### config.mk
export PLATFORM = sky130hd
export DESIGN_NAME = pc_sequencer_flat
export DESIGN_NICKNAME = d
export VERILOG_FILES = /design/src/rtl/pc_sequencer_if.sv /design/src/rtl/pc_sequencer.sv /design/src/flat_wrapper.sv
export SDC_FILE = /design/constraint.sdc
export NUM_CORES = 1
export LEC_CHECK = 0
export ABC_AREA = 1
export BUFFER_PORTS_ARGS = -buffer_cell sky130_fd_sc_hd__buf_2
export CAP_MARGIN = 20
export CORE_MARGIN = 2
export CORE_UTILIZATION = 25
export DETAILED_ROUTE_END_ITERATION = 16
export PLACE_DENSITY = 0.54
export SYNTH_ARGS = -nofsm -noshare
export SYNTH_HDL_FRONTEND = slang
export SYNTH_SLANG_ARGS = --single-unit
### constraint.sdc
create_clock -name clk -period 1.6 [get_ports clk]
set_input_delay 0.24 -clock clk [delete_from_list [all_inputs] [get_ports clk]]
set_output_delay 0.24 -clock clk [all_outputs]
set_load 0.01 [all_outputs]
### src/rtl/pc_sequencer_if.sv
// Fetch-sequencer bus: instruction-memory handshake plus datapath redirect/stall inputs.
// PC_SEQ_PERF_EN adds the retired/stall performance counters to the bundle.
interface pc_sequencer_if;
  logic        ihit;
  logic        dstall;
  logic        br_taken;
  logic [31:0] br_target;
  logic        jmp;
  logic [31:0] jmp_target;
  logic        halt_in;
  logic        iren;
  logic [31:0] iaddr;
  logic [31:0] pc;
  logic [31:0] npc;
  logic        adv;
  logic        halted;
`ifdef PC_SEQ_PERF_EN
  logic [31:0] retired_cnt;
  logic [31:0] stall_cnt;

  modport master (
    input  ihit, dstall, br_taken, br_target, jmp, jmp_target, halt_in,
    output iren, iaddr, pc, npc, adv, halted, retired_cnt, stall_cnt
  );
  modport slave (
    output ihit, dstall, br_taken, br_target, jmp, jmp_target, halt_in,
    input  iren, iaddr, pc, npc, adv, halted, retired_cnt, stall_cnt
  );
`else
  modport master (
    input  ihit, dstall, br_taken, br_target, jmp, jmp_target, halt_in,
    output iren, iaddr, pc, npc, adv, halted
  );
  modport slave (
    output ihit, dstall, br_taken, br_target, jmp, jmp_target, halt_in,
    input  iren, iaddr, pc, npc, adv, halted
  );
`endif
endinterface

### src/rtl/pc_sequencer.sv
// Program-counter owner and instruction-fetch sequencer (BOOT -> FETCH -> HALTED).
// Optional PC_SEQ_PERF_EN adds retired_cnt / stall_cnt counters.
module pc_sequencer #(
  parameter logic [31:0] PC_INIT = 32'h0000_0000
) (
  input  logic          clk,
  input  logic          n_rst,
  pc_sequencer_if.master bus
);
  localparam logic [1:0] BOOT   = 2'd0;
  localparam logic [1:0] FETCH  = 2'd1;
  localparam logic [1:0] HALTED = 2'd2;

  logic [1:0]  state, state_nxt;
  logic [31:0] pc_q, pc_nxt, npc;
  logic        fetch, sample;

  assign npc    = pc_q + 32'd4;
  assign fetch  = (state == FETCH);
  // redirect/halt inputs only carry meaning when the instruction can retire
  assign sample = fetch & bus.ihit & ~bus.dstall;

  assign bus.iren   = fetch;
  assign bus.iaddr  = pc_q;
  assign bus.pc     = pc_q;
  assign bus.npc    = npc;
  assign bus.adv    = sample & ~bus.halt_in;
  assign bus.halted = (state == HALTED);

  always_comb begin
    state_nxt = state;
    pc_nxt    = pc_q;
    case (state)
      BOOT:   state_nxt = FETCH;
      FETCH: begin
        if (sample) begin
          if (bus.halt_in)       state_nxt = HALTED;
          else if (bus.jmp)      pc_nxt    = bus.jmp_target & ~32'd3;
          else if (bus.br_taken) pc_nxt    = bus.br_target & ~32'd3;
          else                   pc_nxt    = npc;
        end
      end
      HALTED: state_nxt = HALTED;
      default: state_nxt = BOOT;
    endcase
  end

  always_ff @(posedge clk or negedge n_rst) begin
    if (!n_rst) begin
      state <= BOOT;
      pc_q  <= PC_INIT;
    end else begin
      state <= state_nxt;
      pc_q  <= pc_nxt;
    end
  end

`ifdef PC_SEQ_PERF_EN
  // HALT sampling counts as a retired instruction even though adv stays low
  always_ff @(posedge clk or negedge n_rst) begin
    if (!n_rst) begin
      bus.retired_cnt <= 32'd0;
      bus.stall_cnt   <= 32'd0;
    end else begin
      if (sample)                            bus.retired_cnt <= bus.retired_cnt + 32'd1;
      if (fetch & (~bus.ihit | bus.dstall))  bus.stall_cnt   <= bus.stall_cnt + 32'd1;
    end
  end
`endif
endmodule
### src/flat_wrapper.sv
// flat-port wrapper written by rule: the top's interface ports become plain ports
module pc_sequencer_flat 
#(
  parameter logic [31:0] PC_INIT = 32'h0000_0000
)
  (clk, n_rst, bus_ihit, bus_dstall, bus_br_taken, bus_br_target, bus_jmp, bus_jmp_target, bus_halt_in, bus_iren, bus_iaddr, bus_pc, bus_npc, bus_adv, bus_halted);
  pc_sequencer_if bus_i ();
  input  logic clk;
  input  logic n_rst;
  input wire logic [$bits(bus_i.ihit)-1:0] bus_ihit;
  input wire logic [$bits(bus_i.dstall)-1:0] bus_dstall;
  input wire logic [$bits(bus_i.br_taken)-1:0] bus_br_taken;
  input wire logic [$bits(bus_i.br_target)-1:0] bus_br_target;
  input wire logic [$bits(bus_i.jmp)-1:0] bus_jmp;
  input wire logic [$bits(bus_i.jmp_target)-1:0] bus_jmp_target;
  input wire logic [$bits(bus_i.halt_in)-1:0] bus_halt_in;
  output wire logic [$bits(bus_i.iren)-1:0] bus_iren;
  output wire logic [$bits(bus_i.iaddr)-1:0] bus_iaddr;
  output wire logic [$bits(bus_i.pc)-1:0] bus_pc;
  output wire logic [$bits(bus_i.npc)-1:0] bus_npc;
  output wire logic [$bits(bus_i.adv)-1:0] bus_adv;
  output wire logic [$bits(bus_i.halted)-1:0] bus_halted;
  assign bus_i.ihit = bus_ihit;
  assign bus_i.dstall = bus_dstall;
  assign bus_i.br_taken = bus_br_taken;
  assign bus_i.br_target = bus_br_target;
  assign bus_i.jmp = bus_jmp;
  assign bus_i.jmp_target = bus_jmp_target;
  assign bus_i.halt_in = bus_halt_in;
  assign bus_iren = bus_i.iren;
  assign bus_iaddr = bus_i.iaddr;
  assign bus_pc = bus_i.pc;
  assign bus_npc = bus_i.npc;
  assign bus_adv = bus_i.adv;
  assign bus_halted = bus_i.halted;
  pc_sequencer #(.PC_INIT(PC_INIT)) u_core (.clk(clk), .n_rst(n_rst), .bus(bus_i));
endmodule
== Word level (Yosys, flattened, before mapping) ==
Cells that the tools add are included.
Cells by class
  add/sub/neg operators: 1
  equal/unequal tests: 4
  muxes and demuxes: 5
  bitwise operators: 5
  reduce and logical (&&, ||, !) cells: 3
Operator list (count)
  $mux 32: 2
  $add 32x3->32 const B: 1
  $pmux 2 s3: 1
  $mux 2: 2
  $ne 2x2->1 const B: 2
  $and 1x1->1: 3
  $reduce_and 3->1: 1
  $eq 2x1->1 const B: 1
  $eq 2x2->1 const B: 1
  $logic_not 2->1: 1
  $not 1->1: 2
  $reduce_and 2->1: 1
Storage, ports and cells
  register bits: 34
  logic and storage cells: 20

== Longest topological paths before layout ==
  word-level depth: 5
  depth in mapped cells: 11
  depth with buffers taken out: 10

== Worst setup path after synthesis ==
No wires, ideal clock.
  kind: reg2reg
  from: reg u_core.state[1]
  to: reg u_core.pc_q[11], in the netlist u_core.bus.iaddr[11]
  arrival time: 1.580 ns
  required time: 1.473 ns
  slack: -0.107 ns
  cell stages (with the launch flop): 11
  buffers on the path: 2
  path through: dfrtp_1 -> inv_1 -> ha_1 -> nand2_1 -> nor2_1 -> inv_1 -> or2_1 -> buf_2 -> clkbuf_1 -> a21oi_1 -> a22oi_1
On the way
  longest elaborated chain between the ends: 4
RTL lines
  from (decl): RTL line pc_sequencer.sv:14  | logic [1:0] state, state_nxt;
  from (signal assigned): RTL line pc_sequencer.sv:53  | state <= state_nxt;
  $eq 2x1->1 (*): RTL line pc_sequencer.sv:19  | assign fetch = (state == FETCH);
  named net bus_iren: RTL line flat_wrapper.sv:17  | output wire logic [$bits(bus_i.iren)-1:0] bus_iren;
  $and 1x1->1 (2 in series): RTL line pc_sequencer.sv:21  | assign sample = fetch & bus.ihit & ~bus.dstall;
  $reduce_and 3->1 (no source line) (*)
  to (signal assigned): RTL line pc_sequencer.sv:54  | pc_q <= pc_nxt;
  to (decl): RTL line pc_sequencer.sv:15  | logic [31:0] pc_q, pc_nxt, npc;
The timed path passes the listed nets; every way through them passes the cells marked *.
A chain may end at the register's enable or synchronous reset.

== Worst setup path after layout ==
  from: reg u_core.pc_q[3], in the netlist u_core.bus.iaddr[3]
  to: out bus_npc[31]
On the way
  longest elaborated chain between the ends: 1
RTL lines
  $add 32x3->32: RTL line pc_sequencer.sv:18  | assign npc = pc_q + 32'd4;
  to (decl): RTL line flat_wrapper.sv:20  | output wire logic [$bits(bus_i.npc)-1:0] bus_npc;
Every way passes these cells.

==> flow_metrics.env <==
export IMPL_vias=3795
export IMPL_period_needed_ns=2.00
export IMPL_comb_power_share=0.684
export IMPL_ys_warn_count=0
export IMPL_dieWidth_um=114
export IMPL_multiInputGateArea_mm2=0.00226
export IMPL_setup_tns_ns=-9.75
export IMPL_wl_um=11900
export IMPL_die_area_mm2=0.0130
export IMPL_final_area_mm2=0.00516
export IMPL_synth_area_leaders="dfrtp_1, nand2_1, nor2_1, buf_4, a21oi_1"
export IMPL_syn_area_per_cell_um2=6.19
export IMPL_clockRootBuffer="clkbuf_16"
export IMPL_mostFrequentLayoutCell="buf_2"
export IMPL_antenna_found_initial=0
export IMPL_wl_per_cell_um=14.3
export IMPL_ys_flop_type="dfrtp_1"
export IMPL_finalWorstSetupSlack_ns=-0.397
export IMPL_initial_core_util=0.254
export IMPL_grt_pass1_vias=3615
export IMPL_maxCapViolations=0
export IMPL_final_hold_viol_count=14
export IMPL_rsz0062_at_grt="true"
export IMPL_die_h_um=114
export IMPL_power_density_mw_per_mm2=1610
export IMPL_ioPinCount=170
export IMPL_final_nets=759
export IMPL_cp_start_kind="flop"
export IMPL_skew_ns=0.00729
export IMPL_fill_cells=1253
export IMPL_synthDistinctLibCells=30
export IMPL_seq_area_frac_synth=0.265
export IMPL_drt_iter0_markers=110
export IMPL_gp_congestion=0.868
export IMPL_leakagePower_nw=2.58
export IMPL_syn_area_mm2=0.00302
export IMPL_synth_seq_cells=32
export IMPL_syn_to_final_growth_pct=70.8
export IMPL_path_class="reg2out"
export IMPL_clock_power_share=0.117
export IMPL_violations="negative hold slack, negative setup slack"
export IMPL_synth_top_area_frac=0.265
export IMPL_vias_per_cell=4.56
export IMPL_cts_sinks=32
export IMPL_seq_area_um2=802
export IMPL_required_ns=1.36
export IMPL_grtUsageTotal=0.180
export IMPL_clock_path_buffers=2
export IMPL_coreArea_mm2=0.0119
export IMPL_fmax_ghz=0.501
export IMPL_rows=40
export IMPL_cts_clk_slew_worst_paths_ns=0.05
export IMPL_antenna_cells=0
export IMPL_dr_pass1_iters=4
export IMPL_p_seq_frac=0.199
export IMPL_clk_latency_ns=0.28
export IMPL_end_kind="primary output"
export IMPL_grt_start_max_net_pins=52
export IMPL_ant_nets=0
export IMPL_status="finished, violations left"
export IMPL_finalSetupViolCount=54
export IMPL_tritoncts="done"
export IMPL_syn_instance_count=488
export IMPL_arrival_ns=1.76
export IMPL_p_int_mw=4.47
export IMPL_io_buffers=159
export IMPL_numCtsBuffers=5
export IMPL_post_route_drc_count=0
export IMPL_holdBufCountCts=0
export IMPL_synthArstFlopShare=1.00
export IMPL_yosys_area_top_type="dfrtp_1"
export IMPL_grt_overflow_total=0
export IMPL_layout_common_cells="buf_2, nand2_1, nor2_1"
export IMPL_switching_share=0.463
export IMPL_p_sw_mw=3.84
export IMPL_drv_slew=0
export IMPL_dp_final_hpwl_um=8660
export IMPL_whs_ns=-0.00557
export IMPL_synth_edff_count=0
export IMPL_htree_levels=2
export IMPL_min_path_type="in2async"
export IMPL_cp_max_fo=5
export IMPL_grt_first_pass_wirelength_um=18400
export IMPL_fin_crit_sh=1.25
export IMPL_dpl_cell_area_mm2=0.00414
export IMPL_peakVddDrop_mv=0.755
export IMPL_drive_above_1_share=0.518
## path summary, 6_finish.rpt
check / startpoint / end / slack, ns / depth (start not counted)
setup reg to reg: u_core.state[1]$_DFFE_PN0P_ / u_core.bus.iaddr[6]$_DFFE_PN0P_ / -0.14 / 13
setup / recovery: u_core.bus.iaddr[3]$_DFFE_PN0P_ / bus_npc[31] / -0.40 / 10
hold / removal: n_rst / u_core.bus.iaddr[22]$_DFFE_PN0P_ / -0.006 / 2
max in group asynchronous: n_rst / u_core.bus.iaddr[3]$_DFFE_PN0P_ / 1.26 / 2
min in group clk: bus_jmp_target[3] / u_core.bus.iaddr[3]$_DFFE_PN0P_ / 0.24 / 3
hold reg to reg: u_core.state[0]$_DFFE_PN0P_ / u_core.state[0]$_DFFE_PN0P_ / 0.65 / 2
## sequential cells by signal, summed over array words and instances, names as in the netlist
signal / count
u_core.state: 2
u_core.bus.iaddr: 30
## power by group through the flow
| stage | logic [mW] | clock network (mW) | registers, mW |
|---|---|---|---|
| after floorplan | 2.53 | 0 | 1.95 |
| after global placement | 4.80 | 0 | 1.62 |
| after detailed placement | 4.84 | 0 | 1.62 |
| after CTS | 5.25 | 0.994 | 1.62 |
| after global routing | 6.26 | 1.03 | 1.71 |
| final | 5.68 | 0.973 | 1.65 |
## kinds of logic (layout without fill, tap and decap cells)
family,after synthesis,count (layout),synth area share
buf+inv,90,282,0.164
simple gates,271,271,0.378
other cells,1,6,0.00124
fa+ha+maj,4,4,0.0166
flops,32,32,0.265
xor+xnor,11,11,0.0344
compound gates,79,79,0.140
## timing repair
item | 4_1_cts | 5_1_grt
setup buffers | 8 | 17
hold endpoints to repair | 0 | 0
endpoints found under the setup margin | 54 | 59
pin swaps | 34 | 31
resized for setup | 95 | 67
gates cloned | 5 | 0
## area by class of cell
type,count,area share
clock inverters,2,0.00194
clock buffers,6,0.0269
multi-input cells,371,0.439
well taps,147,0.0357
inverters,36,0.0267
repair buffers,238,0.314
flip-flops and latches,32,0.155
## through the flow
step / total power [mW] / utilization / cells / worst slack [ns] / hold WS [ns]
after floorplan: 4.48 / - / 493 / -0.00747 / -0.0556
after global placement: 6.42 / 0.347 / 800 / -0.0916 / 0.311
after detailed placement: 6.47 / 0.347 / 800 / -0.114 / 0.309
after CTS: 7.86 / 0.404 / 821 / -0.336 / 0.0144
after global routing: 9.01 / 0.433 / 832 / -0.486 / 0.0357
final: 8.31 / 0.433 / 832 / -0.397 / -0.00557
## synth_stat cells (5+ instances only)
library cell  number
clkbuf_1           9
a21oi_1           48
buf_4             41
nor2_1            97
nand3_1           30
xor2_1             8
o21ai_0           19
inv_1             35
nand2_1          125
dfrtp_1           32
a22oi_1            5
nor2_4             6
## critical path, cell delays in order (launching register included)
cell     delay, ns
dfrtp_2       0.40
buf_6         0.12
nand2_4       0.05
nor2_4        0.16
buf_6         0.13
nand2_4       0.06
nor2_4        0.19
nand2_1       0.07
nand2_1       0.08
nand2_1       0.08
buf_2         0.14
## layer usage
metal | wire length [um] | GRT usage | vias up
met2 | 5650 | 0.297 | 112
met5 | 0 | 0 | -
met4 | 181 | 0.0455 | 0
met3 | 625 | 0.0239 | 13
li1 | - | - | 1895
met1 | 5410 | 0.250 | 1775
(Power assumes the default switching activity.)
